==> src/rtl/rom_copy_pkg.sv <==
// Shared types and helpers for the flash-to-SDRAM ROM copy engine.
package rom_copy_pkg;

    typedef enum logic [1:0] {
        IDLE  = 2'd0,
        RUN   = 2'd1,
        FLUSH = 2'd2,
        DONE  = 2'd3
    } state_t;

    localparam int WORD_DW        = 16;
    localparam int BYTES_PER_WORD = WORD_DW / 8;
    localparam int MAX_DW         = 64;

    // Reverses the lowest nbytes bytes of d; callers pass a constant nbytes.
    function automatic logic [MAX_DW-1:0] byte_swap(input logic [MAX_DW-1:0] d,
                                                    input int nbytes);
        logic [MAX_DW-1:0] r;
        r = '0;
        for (int i = 0; i < MAX_DW / 8; i++) begin
            if (i < nbytes) begin
                r[i*8 +: 8] = d[(nbytes-1-i)*8 +: 8];
            end
        end
        return r;
    endfunction

endpackage

==> src/rtl/rom_copy_fifo.sv <==
// Prefetch FIFO between flash capture and SDRAM write issue.
module rom_copy_fifo #(
    parameter int DW    = 16,
    parameter int DEPTH = 4
) (
    input  logic                   iclk,
    input  logic                   ireset_n,
    input  logic                   ipush,
    input  logic                   ipop,
    input  logic [DW-1:0]          idin,
    output logic [DW-1:0]          odout,
    output logic [$clog2(DEPTH):0] ocount,
    output logic                   ofull,
    output logic                   oempty
);
    localparam int AW = $clog2(DEPTH);

    logic [DW-1:0] r_mem [DEPTH];
    logic [AW-1:0] r_wptr;
    logic [AW-1:0] r_rptr;
    logic [AW:0]   r_count;
    logic          w_push;
    logic          w_pop;

    // A push into a full FIFO is accepted only when a pop frees a slot that cycle.
    assign w_push = ipush && (!ofull || ipop);
    assign w_pop  = ipop && !oempty;

    always_ff @(posedge iclk) begin
        if (w_push) begin
            r_mem[r_wptr] <= idin;
        end
    end

    always_ff @(posedge iclk or negedge ireset_n) begin
        if (!ireset_n) begin
            r_wptr  <= '0;
            r_rptr  <= '0;
            r_count <= '0;
        end else begin
            if (w_push) begin
                r_wptr <= r_wptr + AW'(1);
            end
            if (w_pop) begin
                r_rptr <= r_rptr + AW'(1);
            end
            case ({w_push, w_pop})
                2'b10:   r_count <= r_count + (AW+1)'(1);
                2'b01:   r_count <= r_count - (AW+1)'(1);
                default: r_count <= r_count;
            endcase
        end
    end

    assign odout  = r_mem[r_rptr];
    assign ocount = r_count;
    assign ofull  = (r_count == (AW+1)'(DEPTH));
    assign oempty = (r_count == '0);

endmodule

==> src/rtl/rom_copy_engine.sv <==
// Copies a window of flash words into SDRAM via the ROM-load port, overlapping
// toggle-handshake flash fetches with rate-limited RAM write strobes.
module rom_copy_engine
    import rom_copy_pkg::*;
#(
    parameter int FL_AW      = 23,
    parameter int RAM_AW     = 25,
    parameter int DW         = WORD_DW,
    parameter int FIFO_DEPTH = 4
) (
    input  logic              iclk,
    input  logic              ireset_n,
    input  logic              istart,
    input  logic [FL_AW-1:0]  isrc_base,
    input  logic [RAM_AW-1:0] idst_base,
    input  logic [FL_AW:0]    ilen,
    input  logic              iswap,
    output logic              oloading,
    output logic              odone,
    output logic [15:0]       ochecksum,
    output logic [FL_AW-1:0]  ofl_addr,
    input  logic [DW-1:0]     ifl_data,
    output logic              ofl_req,
    input  logic              ifl_ack,
    output logic              orom_load_wr,
    input  logic              irom_load_wait,
    output logic [RAM_AW-1:0] oram_addr,
    output logic [DW-1:0]     oram_wrdata,
    output logic [1:0]        odbg_state
);
    localparam int BPW = DW / 8;
    localparam int LW  = FL_AW + 1;
    localparam int CW  = $clog2(FIFO_DEPTH) + 1;

    // Flash side: ofl_req toggles to request; the request is complete when
    // ifl_ack equals ofl_req, and ifl_data is valid in that same cycle.
    state_t            r_state;
    state_t            w_state_nxt;
    logic [FL_AW-1:0]  r_src;
    logic [LW-1:0]     r_req_left;
    logic [FL_AW-1:0]  r_fl_addr;
    logic              r_req;
    logic              r_outstanding;
    logic [RAM_AW-1:0] r_dst;
    logic              r_swap;
    logic              r_wr;
    logic [15:0]       r_checksum;
    logic [RAM_AW-1:0] r_ram_addr;
    logic [DW-1:0]     r_wrdata;

    logic              w_ack_match;
    logic              w_capture;
    logic              w_start;
    logic              w_issue;
    logic              w_pop;
    logic [FL_AW-1:0]  w_src_base;
    logic [LW-1:0]     w_left_base;
    logic [DW-1:0]     w_fifo_dout;
    logic [DW-1:0]     w_swapped;
    logic [CW-1:0]     w_fifo_count;
    logic              w_fifo_full;
    logic              w_fifo_empty;
    logic              w_active;

    assign w_ack_match = (ifl_ack == r_req);
    assign w_capture   = r_outstanding && w_ack_match;
    assign w_start     = (r_state == IDLE) && istart;
    assign w_active    = (r_state == RUN) || (r_state == FLUSH);
    assign w_src_base  = w_start ? isrc_base : r_src;
    assign w_left_base = w_start ? ilen : r_req_left;

    // The first request leaves on the start edge so it is visible the next cycle.
    assign w_issue = w_ack_match && !r_outstanding && (w_left_base != '0) &&
                     (w_start || ((r_state == RUN) && !w_fifo_full));

    // One idle cycle after each strobe gives the arbiter time to raise wait.
    assign w_pop = w_active && !w_fifo_empty && !irom_load_wait && !r_wr;

    assign w_swapped = DW'(byte_swap(MAX_DW'(w_fifo_dout), BPW));

    rom_copy_fifo #(
        .DW    (DW),
        .DEPTH (FIFO_DEPTH)
    ) u_fifo (
        .iclk     (iclk),
        .ireset_n (ireset_n),
        .ipush    (w_capture),
        .ipop     (w_pop),
        .idin     (ifl_data),
        .odout    (w_fifo_dout),
        .ocount   (w_fifo_count),
        .ofull    (w_fifo_full),
        .oempty   (w_fifo_empty)
    );

    always_ff @(posedge iclk or negedge ireset_n) begin
        if (!ireset_n) begin
            r_state <= IDLE;
        end else begin
            r_state <= w_state_nxt;
        end
    end

    always_comb begin
        w_state_nxt = r_state;
        case (r_state)
            IDLE: begin
                if (istart) begin
                    w_state_nxt = (ilen == '0) ? DONE : RUN;
                end
            end
            RUN: begin
                if (w_capture && (r_req_left == '0)) begin
                    w_state_nxt = FLUSH;
                end
            end
            FLUSH: begin
                if ((w_fifo_count == '0) && !r_wr && !irom_load_wait) begin
                    w_state_nxt = DONE;
                end
            end
            DONE: begin
                w_state_nxt = IDLE;
            end
            default: begin
                w_state_nxt = IDLE;
            end
        endcase
    end

    always_ff @(posedge iclk or negedge ireset_n) begin
        if (!ireset_n) begin
            r_src         <= '0;
            r_req_left    <= '0;
            r_fl_addr     <= '0;
            r_req         <= 1'b0;
            r_outstanding <= 1'b0;
            r_dst         <= '0;
            r_swap        <= 1'b0;
            r_wr          <= 1'b0;
            r_checksum    <= '0;
            r_ram_addr    <= '0;
            r_wrdata      <= '0;
        end else begin
            r_src      <= w_issue ? (w_src_base + FL_AW'(1)) : w_src_base;
            r_req_left <= w_issue ? (w_left_base - LW'(1)) : w_left_base;
            if (w_issue) begin
                r_fl_addr <= w_src_base;
                r_req     <= ~r_req;
            end
            if (w_issue) begin
                r_outstanding <= 1'b1;
            end else if (w_capture) begin
                r_outstanding <= 1'b0;
            end
            if (w_start) begin
                r_dst  <= idst_base;
                r_swap <= iswap;
            end else if (w_pop) begin
                r_dst <= r_dst + RAM_AW'(BPW);
            end
            r_wr <= w_pop;
            // Checksum covers the raw flash word, independent of byte swap.
            if (w_start) begin
                r_checksum <= '0;
            end else if (w_pop) begin
                r_checksum <= r_checksum + 16'(w_fifo_dout);
            end
            if (w_pop) begin
                r_ram_addr <= r_dst;
                r_wrdata   <= r_swap ? w_swapped : w_fifo_dout;
            end
        end
    end

    assign oloading     = w_active;
    assign odone        = (r_state == DONE);
    assign ochecksum    = r_checksum;
    assign ofl_addr     = r_fl_addr;
    assign ofl_req      = r_req;
    assign orom_load_wr = r_wr;
    assign oram_addr    = r_ram_addr;
    assign oram_wrdata  = r_wrdata;
    assign odbg_state   = r_state;

endmodule

==> config.mk <==
export PLATFORM = sky130hd
export DESIGN_NAME = rom_copy_engine
export DESIGN_NICKNAME = d
export VERILOG_FILES = /design/src/rtl/rom_copy_pkg.sv /design/src/rtl/rom_copy_fifo.sv /design/src/rtl/rom_copy_engine.sv
export SDC_FILE = /design/constraint.sdc
export NUM_CORES = 1
export LEC_CHECK = 0
export CORE_MARGIN = 3
export CORE_UTILIZATION = 45
export CTS_CLUSTER_DIAMETER = 60
export DETAILED_ROUTE_END_ITERATION = 6
export HOLD_SLACK_MARGIN = 0.03
export PLACE_DENSITY_LB_ADDON = 0.08
export SETUP_SLACK_MARGIN = 0.3
export SKIP_LAST_GASP = 1
export SLEW_MARGIN = 20
export SYNTH_ARGS = -nofsm -noshare
export SYNTH_HDL_FRONTEND = slang
export SYNTH_SLANG_ARGS = --single-unit
==> constraint.sdc <==
create_clock -name iclk -period 4.6 [get_ports iclk]
set_clock_uncertainty 0.1 [all_clocks]
set_input_delay 0.69 -clock iclk [delete_from_list [all_inputs] [get_ports iclk]]
set_output_delay 0.69 -clock iclk [all_outputs]
set_load 0.05 [all_outputs]
==> results.sh, run 1 <==
export IMPL_antennaDiodeCount=0
export IMPL_synthDominantCellAreaShare=0.364
export IMPL_synth_seq_cells=229
export IMPL_start_kind="flip-flop"
export IMPL_grt_pass1_wl_um=44900
export IMPL_grt_pass1_vias=8255
export IMPL_die_w_um=165
export IMPL_syn_avg_cell_area_um2=10.8
export IMPL_place_area_mm2=0.0135
export IMPL_dieArea_mm2=0.0272
export IMPL_yosysMostFrequentCell="nand2_1"
export IMPL_port_buffers=179
export IMPL_relSlewSlack=0.318
export IMPL_fin_crit_ps=3840
export IMPL_setup_tns_ps=0
export IMPL_die_h_um=165
export IMPL_htreeDepth=1
export IMPL_cts_hold_buffers_added=0
export IMPL_synthTopCellsByCount="nand2_1 (217), dfrtp_1 (165), o21ai_0 (68)"
export IMPL_seq_area_mm2=0.00605
export IMPL_arrival_ps=4160
export IMPL_cpMostUsedCell="ha_1"
export IMPL_num_rows=57
export IMPL_grt_max_degree=106
export IMPL_drt_pre_antenna_iters=5
export IMPL_critPathSlowestCell="o21a_1"
export IMPL_synth_distinct_cells=61
export IMPL_io_pins=180
export IMPL_fillers=2133
export IMPL_synth_ff_type="dfrtp_1"
export IMPL_outcome="completed"
export IMPL_max_cap_violations=0
export IMPL_finalSetupViolations=0
export IMPL_yosysSeqAreaShare=0.533
export IMPL_final_cell_area_mm2=0.0144
export IMPL_drt_iter0_drc=660
export IMPL_crit_buf_inv=1
export IMPL_route_antenna_remaining_nets=0
export IMPL_fmax_mhz=260
export IMPL_ff2ff_setup_slack_ps=760
export IMPL_cts_setup_buffers=0
export IMPL_yosys_top_cells_area="dfrtp_1 (36%), edfxtp_1 (17%), nand2_1 (7.2%), mux2i_1 (5.5%), xor2_1 (4.1%)"
export IMPL_ctsResizeCount=0
export IMPL_grt_overflow_total=0
export IMPL_synth_fa_ha_area_frac=0.0344
export IMPL_gp_congestion=0.858
export IMPL_nets=1347
export IMPL_syn_num_nets=1171
export IMPL_dpl_hpwl_um=19200
export IMPL_max_slew_worst_pin_slew_ps=1020
export IMPL_antenna_found_initial=0
export IMPL_endpoint_kind="flip-flop"
export IMPL_grtUsageTotal=0.206
export IMPL_finalHoldViolations=0
export IMPL_slew_violations=0
export IMPL_powerDensity_mw_per_mm2=757
export IMPL_viasPerCell=5.36
export IMPL_muxShareOfSynthArea=0.0864
export IMPL_hp_class="input pin to async pin"
export IMPL_syn_cell_area_mm2=0.0114
export IMPL_final_layout_size_suffix_gt1_frac=0.0740
export IMPL_vdd_drop_max_v=0.000362
export IMPL_coreArea_mm2=0.0245
export IMPL_synth_xor_area_frac=0.0694
export IMPL_yosys_area_share_simple=0.164
export IMPL_drc_errors=0
export IMPL_p_leak_nw=5.96
export IMPL_synth_warning_count=0
export IMPL_required_ps=4920
export IMPL_syn_to_final_growth_pct=26.8
export IMPL_synth_compound_area_frac=0.0877
export IMPL_cts_inserted_buffers=27
export IMPL_vias=8402
export IMPL_worstPathCellList="inv_1 > ha_1 > nand2_2 > mux2i_1 > ha_1 > nand4_1 > o21a_1 > nand2b_1 > or3_1 > xnor2_1"
export IMPL_drt_wl_total_um=27800
export IMPL_rsz0062_at_grt="no"
export IMPL_async_flop_share=0.721
export IMPL_clkTransAtPathRegs_ps=60
export IMPL_multiInputGateArea_mm2=0.00503
export IMPL_clock_latency_ps=540
export IMPL_max_stage_delay_ps=530
export IMPL_wire_per_inst_um=17.7
export IMPL_synth_top_family_by_area="simple AND/OR/NAND/NOR gates"
export IMPL_synthCells=1047
export IMPL_cts_root_buffer="clkbuf_16"
export IMPL_cts_tree="done"
export IMPL_cp_max_fo=15
export IMPL_cpLargestDelayFamily="simple AND/OR/NAND/NOR gates"
export IMPL_synth_edff_count=64
export IMPL_clock_sinks=229
export IMPL_clockBufferDepth=3
export IMPL_initial_core_util=0.463
export IMPL_synth_area_leader_cell="dfrtp_1"
export IMPL_post_route_period_util=0.835
export IMPL_setup_worst_path_class="flip-flop to flip-flop"
[routing by layer]
layer | GRT usage | wire, µm | share of wire | vias up
li1 | - | - | - | 4083
met1 | 0.310 | 13200 | 0.48 | 4061
met2 | 0.319 | 12600 | 0.45 | 218
met3 | 0.0276 | 1300 | 0.047 | 40
met4 | 0.0469 | 649 | 0.023 | 0
met5 | 0 | 0 | 0 | -
[cells by family after synthesis]
group,Yosys count
xor+xnor,90
buf+inv,67
simple gates,393
flops,229
mux,78
compound gates,160
fa+ha+maj,30
[state kept, by name, summed over array words and instances (netlist names)]
name           flops
ofl_req            1
ofl_addr          23
u_fifo.r_rptr      2
oram_addr         25
r_src             23
r_swap             1
r_outstanding      1
oram_wrdata       16
r_req_left        24
u_fifo.r_wptr      2
u_fifo.r_mem      64
odbg_state         2
u_fifo.ocount      3
ochecksum         16
r_dst             25
orom_load_wr       1
[stage by stage]
step | hold slack [ps] | power, mW | utilization | cells | worst slack [ps]
floorplan | 294 | 7.18 | - | 1047 | 393
global placement | 354 | 8.76 | 0.550 | 1518 | 590
detailed placement | 362 | 8.82 | 0.550 | 1518 | 461
CTS | 228 | 11.0 | 0.587 | 1568 | 738
global route | 267 | 11.7 | 0.587 | 1568 | 483
finish | 177 | 10.9 | 0.587 | 1568 | 758
[where the power goes]
part / total [mW] / internal, mW / leakage, nW / switching [mW]
clock: 2.13 / 1.28 / 0.446 / 0.849
sequential: 3.46 / 2.86 / 2.61 / 0.592
combinational: 5.32 / 1.99 / 2.91 / 3.33
total: 10.9 / 6.13 / 5.96 / 4.77
[path summary, 6_finish.rpt]
kind	cells past startpoint	startpoint	to
worst max register to register	10	odbg_state[0]	r_req_left[20]
worst max-delay path	10	odbg_state[0]	r_req_left[20]
max in group asynchronous	2	ireset_n	r_src[11]
worst min register to register	2	oram_addr[24]	oram_addr[24]
worst min-delay path	1	ireset_n	oram_addr[22]
min in group iclk	2	oram_addr[24]	oram_addr[24]
[cells in the final DEF (no fill, tap or decap), drive strengths merged, types with 9 or more instances in the layout]
| master | n |
|---|---|
| nand2 | 218 |
| clkinv | 9 |
| and2 | 11 |
| mux4 | 16 |
| o21ai | 74 |
| nor3 | 17 |
| nand4 | 16 |
| buf | 19 |
| nor2 | 36 |
| ha | 28 |
| inv | 20 |
| dfrtp | 165 |
| mux2i | 62 |
| edfxtp | 64 |
| a31oi | 10 |
| xor2 | 53 |
| clkdlybuf4s50 | 178 |
| xnor2 | 37 |
| a21oi | 26 |
| clkbuf | 36 |
| nor4 | 17 |
| and3 | 14 |
| nand3 | 30 |
[layout make-up]
cell class / instances / area share
Sequential cell: 229 / 0.420
Clock inverter: 14 / 0.00965
Multi-Input combinational cell: 751 / 0.350
Clock buffer: 36 / 0.0528
Tap cell: 324 / 0.0282
Timing Repair Buffer: 197 / 0.135
Inverter: 17 / 0.00443
(Power assumes the default switching activity.)
==> inputs of run 2 (changes only) <==
Clock period 4.6 ns to 3.9 ns, I/O delays scaled along.
==> results.sh, run 2 (synthesized netlist as in run 1, its figures left out) <==
export IMPL_start_kind="flip-flop"
export IMPL_initial_core_util=0.463
export IMPL_cts_root_buffer="clkbuf_16"
export IMPL_hp_start="oram_addr[22]"
export IMPL_ff2ff_setup_slack_ps=560
export IMPL_antenna_found_initial=0
export IMPL_hp_class="flip-flop to flip-flop"
export IMPL_fmax_mhz=299
export IMPL_powerDensity_mw_per_mm2=897
export IMPL_instances_no_fill=1580
export IMPL_drt_iter0_drc=582
export IMPL_drt_wl_total_um=28100
export IMPL_worst_slack_ps=556
export IMPL_drc_errors=0
export IMPL_max_cap_violations=0
export IMPL_layout_common_cells="nand2_1 (217), clkdlybuf4s50_1 (178), dfrtp_1 (162)"
export IMPL_p_leak_nw=6.03
export IMPL_antennaDiodeCount=0
export IMPL_cts_inserted_buffers=28
export IMPL_cts_tree="done"
export IMPL_setup_tns_ps=0
export IMPL_viasPerCell=5.35
export IMPL_rr_endpoint="ochecksum[15]"
export IMPL_highest_layer="met4"
export IMPL_clock_latency_ps=540
export IMPL_gp_congestion=0.867
export IMPL_dieArea_mm2=0.0272
export IMPL_io_pins=180
export IMPL_clock_sinks=229
export IMPL_nets=1358
export IMPL_clkTransAtPathRegs_ps=60
export IMPL_port_buffers=179
export IMPL_wl_met2_um=13100
export IMPL_required_ps=4180
export IMPL_final_layout_size_suffix_gt1_frac=0.0908
export IMPL_arrival_ps=3630
export IMPL_ff2ff_path_depth=10
export IMPL_drt_pre_antenna_iters=5
export IMPL_slew_violations=0
export IMPL_post_place_cells=1527
export IMPL_die_w_um=165
export IMPL_num_rows=57
export IMPL_largest_reg_flops=64
export IMPL_vias=8457
export IMPL_grt_max_degree=78
export IMPL_relSlewSlack=0.365
export IMPL_vdd_drop_max_v=0.000583
export IMPL_timing_rr_start="u_fifo.r_rptr[0]"
export IMPL_finalSetupViolations=0
export IMPL_route_antenna_remaining_nets=0
export IMPL_cp_startpoint="u_fifo.r_rptr[0]"
export IMPL_grt_pass1_wl_um=45100
export IMPL_wl_met3_um=1390
export IMPL_die_h_um=165
export IMPL_rsz0062_at_grt="no"
export IMPL_finalHoldViolations=0
export IMPL_cp_max_fo=15
export IMPL_largest_register="u_fifo.r_mem"
export IMPL_post_route_period_util=0.857
export IMPL_pre_cts_ws_ps=200
export IMPL_min_to="oram_addr[22]"
export IMPL_dpl_hpwl_um=19600
export IMPL_setup_worst_path_class="flip-flop to flip-flop"
export IMPL_syn_to_final_growth_pct=28.3
export IMPL_final_common_cell="nand2_1"
export IMPL_max_slew_worst_pin_slew_ps=953
export IMPL_clockBufferDepth=3
export IMPL_coreArea_mm2=0.0245
export IMPL_grt_overflow_total=0
export IMPL_min_path_cells=2
export IMPL_outcome="completed"
export IMPL_drt_met1_wl_um=13100
export IMPL_htreeDepth=1
export IMPL_fin_crit_ps=3340
export IMPL_grt_pass1_vias=8272
export IMPL_grtUsageTotal=0.208
export IMPL_wire_per_inst_um=17.8
export IMPL_endpoint_kind="flip-flop"
run 2: cell types whose count changed in the layout (fill, tap and decap cells not counted), sizes merged:
| cell | before | now |
|---|---|---|
| clkbuf | 36 | 35 |
| bufinv | 2 | 3 |
| dlygate4sd3 | 0 | 1 |
| buf | 19 | 28 |
| inv | 20 | 18 |
| clkinvlp | 0 | 4 |
run 2: timing repair:
item | in CTS | in global routing
endpoints found under the hold margin | 22 | 0
hold buffers | 1 | 0
resized for setup | 1 | 6
endpoints found under the setup margin | 2 | 5
buffers inserted | 0 | 0
run 2: area by class of cell:
cell class | count | area [µm²]
clock buffers | 35 | 777
clock inverters | 17 | 183
fillers | 2157 | 9970
inverters | 17 | 63.8
multi-input cells | 751 | 5060
flip-flops and latches | 229 | 6050
well taps | 324 | 405
repair buffers | 207 | 2030
run 2: worst max-delay path, stage by stage (launching register included):
cell	delay (ps)
dfrtp_2	450
buf_8	220
mux4_2	580
ha_1	360
o21ai_0	160
o211ai_1	330
a41oi_2	260
o2111a_1	290
nor3_1	230
xor2_1	160
nor2_1	50
run 2: worst max-delay path by stage:
stage,end
6_report,ochecksum[15]
5_1_grt,ochecksum[15]
4_1_cts,ochecksum[12]
3_5_place_dp,r_src[17]
3_3_place_gp,ochecksum[15]
2_1_floorplan,u_fifo.ocount[2]
run 2: per-stage QoR:
stage / cell area (µm²) / hold WS [ps] / utilization / power, mW
after floorplan: 11400 / 189 / - / 8.51
after global placement: 13600 / 357 / 0.553 / 10.4
after detailed placement: 13600 / 362 / 0.553 / 10.4
after CTS: 14500 / 377 / 0.593 / 13.2
after global routing: 14600 / 392 / 0.594 / 14.0
final: 14600 / 370 / 0.594 / 13.1
run 2: per-layer routing:
metal  vias to the layer above  track usage
li1                       4093            -
met1                      4123        0.306
met2                       211        0.329
met3                        30       0.0331
met4                         0       0.0385
met5                         -            0
run 2: power by group:
part | switching, mW | internal, mW | leakage, nW
clock network | 1.01 | 1.61 | 0.461
registers | 0.704 | 3.38 | 2.61
logic | 3.96 | 2.41 | 2.96
==> inputs of run 3 (changes only) <==
Settings changed: ABC_AREA set to 1, GPL_TIMING_DRIVEN set to 0.
==> results.sh, run 3 <==
export IMPL_async_flop_share=0.721
export IMPL_syn_to_final_growth_pct=26.4
export IMPL_syn_cell_area_mm2=0.0128
export IMPL_finalSetupViolations=0
export IMPL_wire_per_inst_um=16.7
export IMPL_hp_start="u_fifo.ocount[0]"
export IMPL_synth_distinct_cells=44
export IMPL_grtUsageTotal=0.252
export IMPL_initial_core_util=0.458
export IMPL_io_pins=180
export IMPL_cts_setup_buffers=0
export IMPL_arrival_ps=3670
export IMPL_cts_root_buffer="clkbuf_16"
export IMPL_syn_avg_cell_area_um2=7.51
export IMPL_dpl_hpwl_um=28900
export IMPL_synth_edff_count=64
export IMPL_viasPerCell=5.13
export IMPL_clockBufferDepth=3
export IMPL_hp_class="flip-flop to flip-flop"
export IMPL_p_leak_nw=7.72
export IMPL_final_common_cell="nand2_1"
export IMPL_drt_wl_total_um=38500
export IMPL_required_ps=4220
export IMPL_clkTransAtPathRegs_ps=60
export IMPL_setup_worst_path_class="flip-flop to flip-flop"
export IMPL_endpoint_kind="flip-flop"
export IMPL_die_h_um=174
export IMPL_muxShareOfSynthArea=0
export IMPL_yosys_area_share_simple=0.321
export IMPL_drt_iter0_drc=916
export IMPL_post_route_period_util=0.858
export IMPL_antenna_found_initial=0
export IMPL_synth_area_leader_cell="dfrtp_1"
export IMPL_route_antenna_remaining_nets=0
export IMPL_fin_crit_ps=3350
export IMPL_yosysSeqAreaShare=0.474
export IMPL_slew_violations=0
export IMPL_grt_overflow_total=0
export IMPL_outcome="completed"
export IMPL_yosys_top_cells_area="dfrtp_1 (32%), nand2_1 (19%), edfxtp_1 (15%), nand3_1 (6.0%), inv_1 (4.4%)"
export IMPL_fmax_mhz=299
export IMPL_layout_common_cells="nand2_1 (658), clkdlybuf4s50_1 (178), dfrtp_1 (165)"
export IMPL_synth_compound_area_frac=0.0790
export IMPL_relSlewSlack=0.540
export IMPL_final_layout_size_suffix_gt1_frac=0.0599
export IMPL_port_buffers=179
export IMPL_cts_tree="done"
export IMPL_largest_register="u_fifo.r_mem"
export IMPL_drc_errors=0
export IMPL_num_rows=61
export IMPL_nets=2038
export IMPL_powerDensity_mw_per_mm2=918
export IMPL_yosysMostFrequentCell="nand2_1"
export IMPL_power_total_mw=14.8
export IMPL_gp_congestion=0.938
export IMPL_cts_inserted_buffers=28
export IMPL_synth_top_family_by_area="simple AND/OR/NAND/NOR gates"
export IMPL_vdd_drop_max_v=0.000521
export IMPL_synth_seq_cells=229
export IMPL_grt_pass1_vias=11328
export IMPL_synth_warning_count=0
export IMPL_synthDominantCellAreaShare=0.324
export IMPL_setup_tns_ps=0
export IMPL_clock_sinks=229
export IMPL_start_kind="flip-flop"
export IMPL_coreArea_mm2=0.0279
export IMPL_fillers=2618
export IMPL_synthCells=1699
export IMPL_synthTopCellsByCount="nand2_1 (659), dfrtp_1 (165), nand3_1 (152)"
export IMPL_rsz0062_at_grt="no"
export IMPL_synth_ff_type="dfrtp_1"
export IMPL_htreeDepth=1
export IMPL_grt_max_degree=88
export IMPL_antennaDiodeCount=0
export IMPL_vias=11870
export IMPL_synth_fa_ha_area_frac=0.0306
export IMPL_drt_pre_antenna_iters=6
export IMPL_largest_reg_flops=64
export IMPL_ff2ff_path_depth=18
export IMPL_syn_num_nets=1823
export IMPL_synth_xor_area_frac=0.0240
export IMPL_grt_pass1_wl_um=61700
export IMPL_timing_hold_ws_ps=380
export IMPL_timing_rr_start="odbg_state[0]"
export IMPL_finalHoldViolations=0
export IMPL_cp_max_fo=10
export IMPL_clock_latency_ps=540
export IMPL_die_w_um=174
export IMPL_dieArea_mm2=0.0304
export IMPL_max_cap_violations=0
export IMPL_max_slew_worst_pin_slew_ps=689
export IMPL_cp_startpoint="odbg_state[0]"
export IMPL_min_path_cells=1
[run 3: changes by cell type after synthesis, sizes merged, moves of 14 or more]
cell / previous run / this run
inv: 17 / 154
nor2: 36 / 149
nand2: 218 / 662
o21ai: 74 / 104
a21oi: 26 / 46
mux2i: 62 / 0
xnor2: 37 / 10
xor2: 53 / 25
nand3: 30 / 154
nor4: 17 / 1
and3: 14 / 0
mux4: 16 / 0
[run 3: repair_timing]
item,4_1_cts,5_1_grt
setup endpoints to repair,2,66
endpoints found under the hold margin,78,0
gates resized for setup,1,6
hold buffers,1,0
[run 3: kinds of logic after synthesis]
group / count (synthesis)
AOI/OAI and AO/OA: 182
xor gates and xnor gates: 35
adders and majority gates: 30
buffers and inverters: 219
and+or+nand+nor: 1004
DFF: 229
[run 3: cell type report]
cell class / instances / area, µm² / share of cell area
Buffer: 64 / 328 / 0.0203
Multi-Input combinational cell: 1251 / 5820 / 0.361
Clock buffer: 42 / 835 / 0.0518
Timing Repair Buffer: 185 / 1880 / 0.117
Tap cell: 378 / 473 / 0.0293
Sequential cell: 229 / 6050 / 0.375
Clock inverter: 10 / 148 / 0.00916
Inverter: 155 / 582 / 0.0361
[run 3: through the flow]
step	instance area, µm²	setup slack [ps]	cells	util
floorplan	12800	505	1699	-
global placement	15000	-4990	2256	0.539
detailed placement	15100	-13.4	2261	0.543
CTS	16100	378	2314	0.578
global route	16100	329	2314	0.579
finish	16100	553	2314	0.579
[run 3: routing by layer]
layer	track usage	share of wire	vias to the layer above	wire length, µm
li1	-	-	5883	-
met1	0.369	0.47	5607	18200
met2	0.395	0.45	335	17300
met3	0.0398	0.059	45	2270
met4	0.0573	0.020	0	773
met5	0	0	-	0
[run 3: final timing paths]
kind | slack [ps] | to
min | 380 | u_fifo.ocount[0]
max reg2reg | 550 | r_req_left[8]
max in group asynchronous | 2280 | r_src[5]
max | 550 | r_req_left[8]
min in group asynchronous | 530 | oram_addr[23]
min reg2reg | 380 | u_fifo.ocount[0]
[run 3: power by group]
part	leakage [nW]	switching, mW	internal (mW)	total [mW]
registers	2.65	0.554	3.37	3.93
clock network	0.470	1.03	1.68	2.71
logic	4.61	5.63	2.53	8.16
total	7.72	7.22	7.58	14.8
[run 3: worst max-delay path, stage by stage (launching register included)]
cell and delay, ps:
dfrtp_1 430, inv_1 110, ha_1 260, nand2_1 90
buf_4 180, buf_6 170, buf_4 200, nand2_1 80
nand2_2 150, ha_2 290, nand3_2 190, nor2_1 200
nand3_2 150, nand2_4 150, inv_2 60, buf_6 150
buf_6 160, nand2_1 60, nand2_1 50
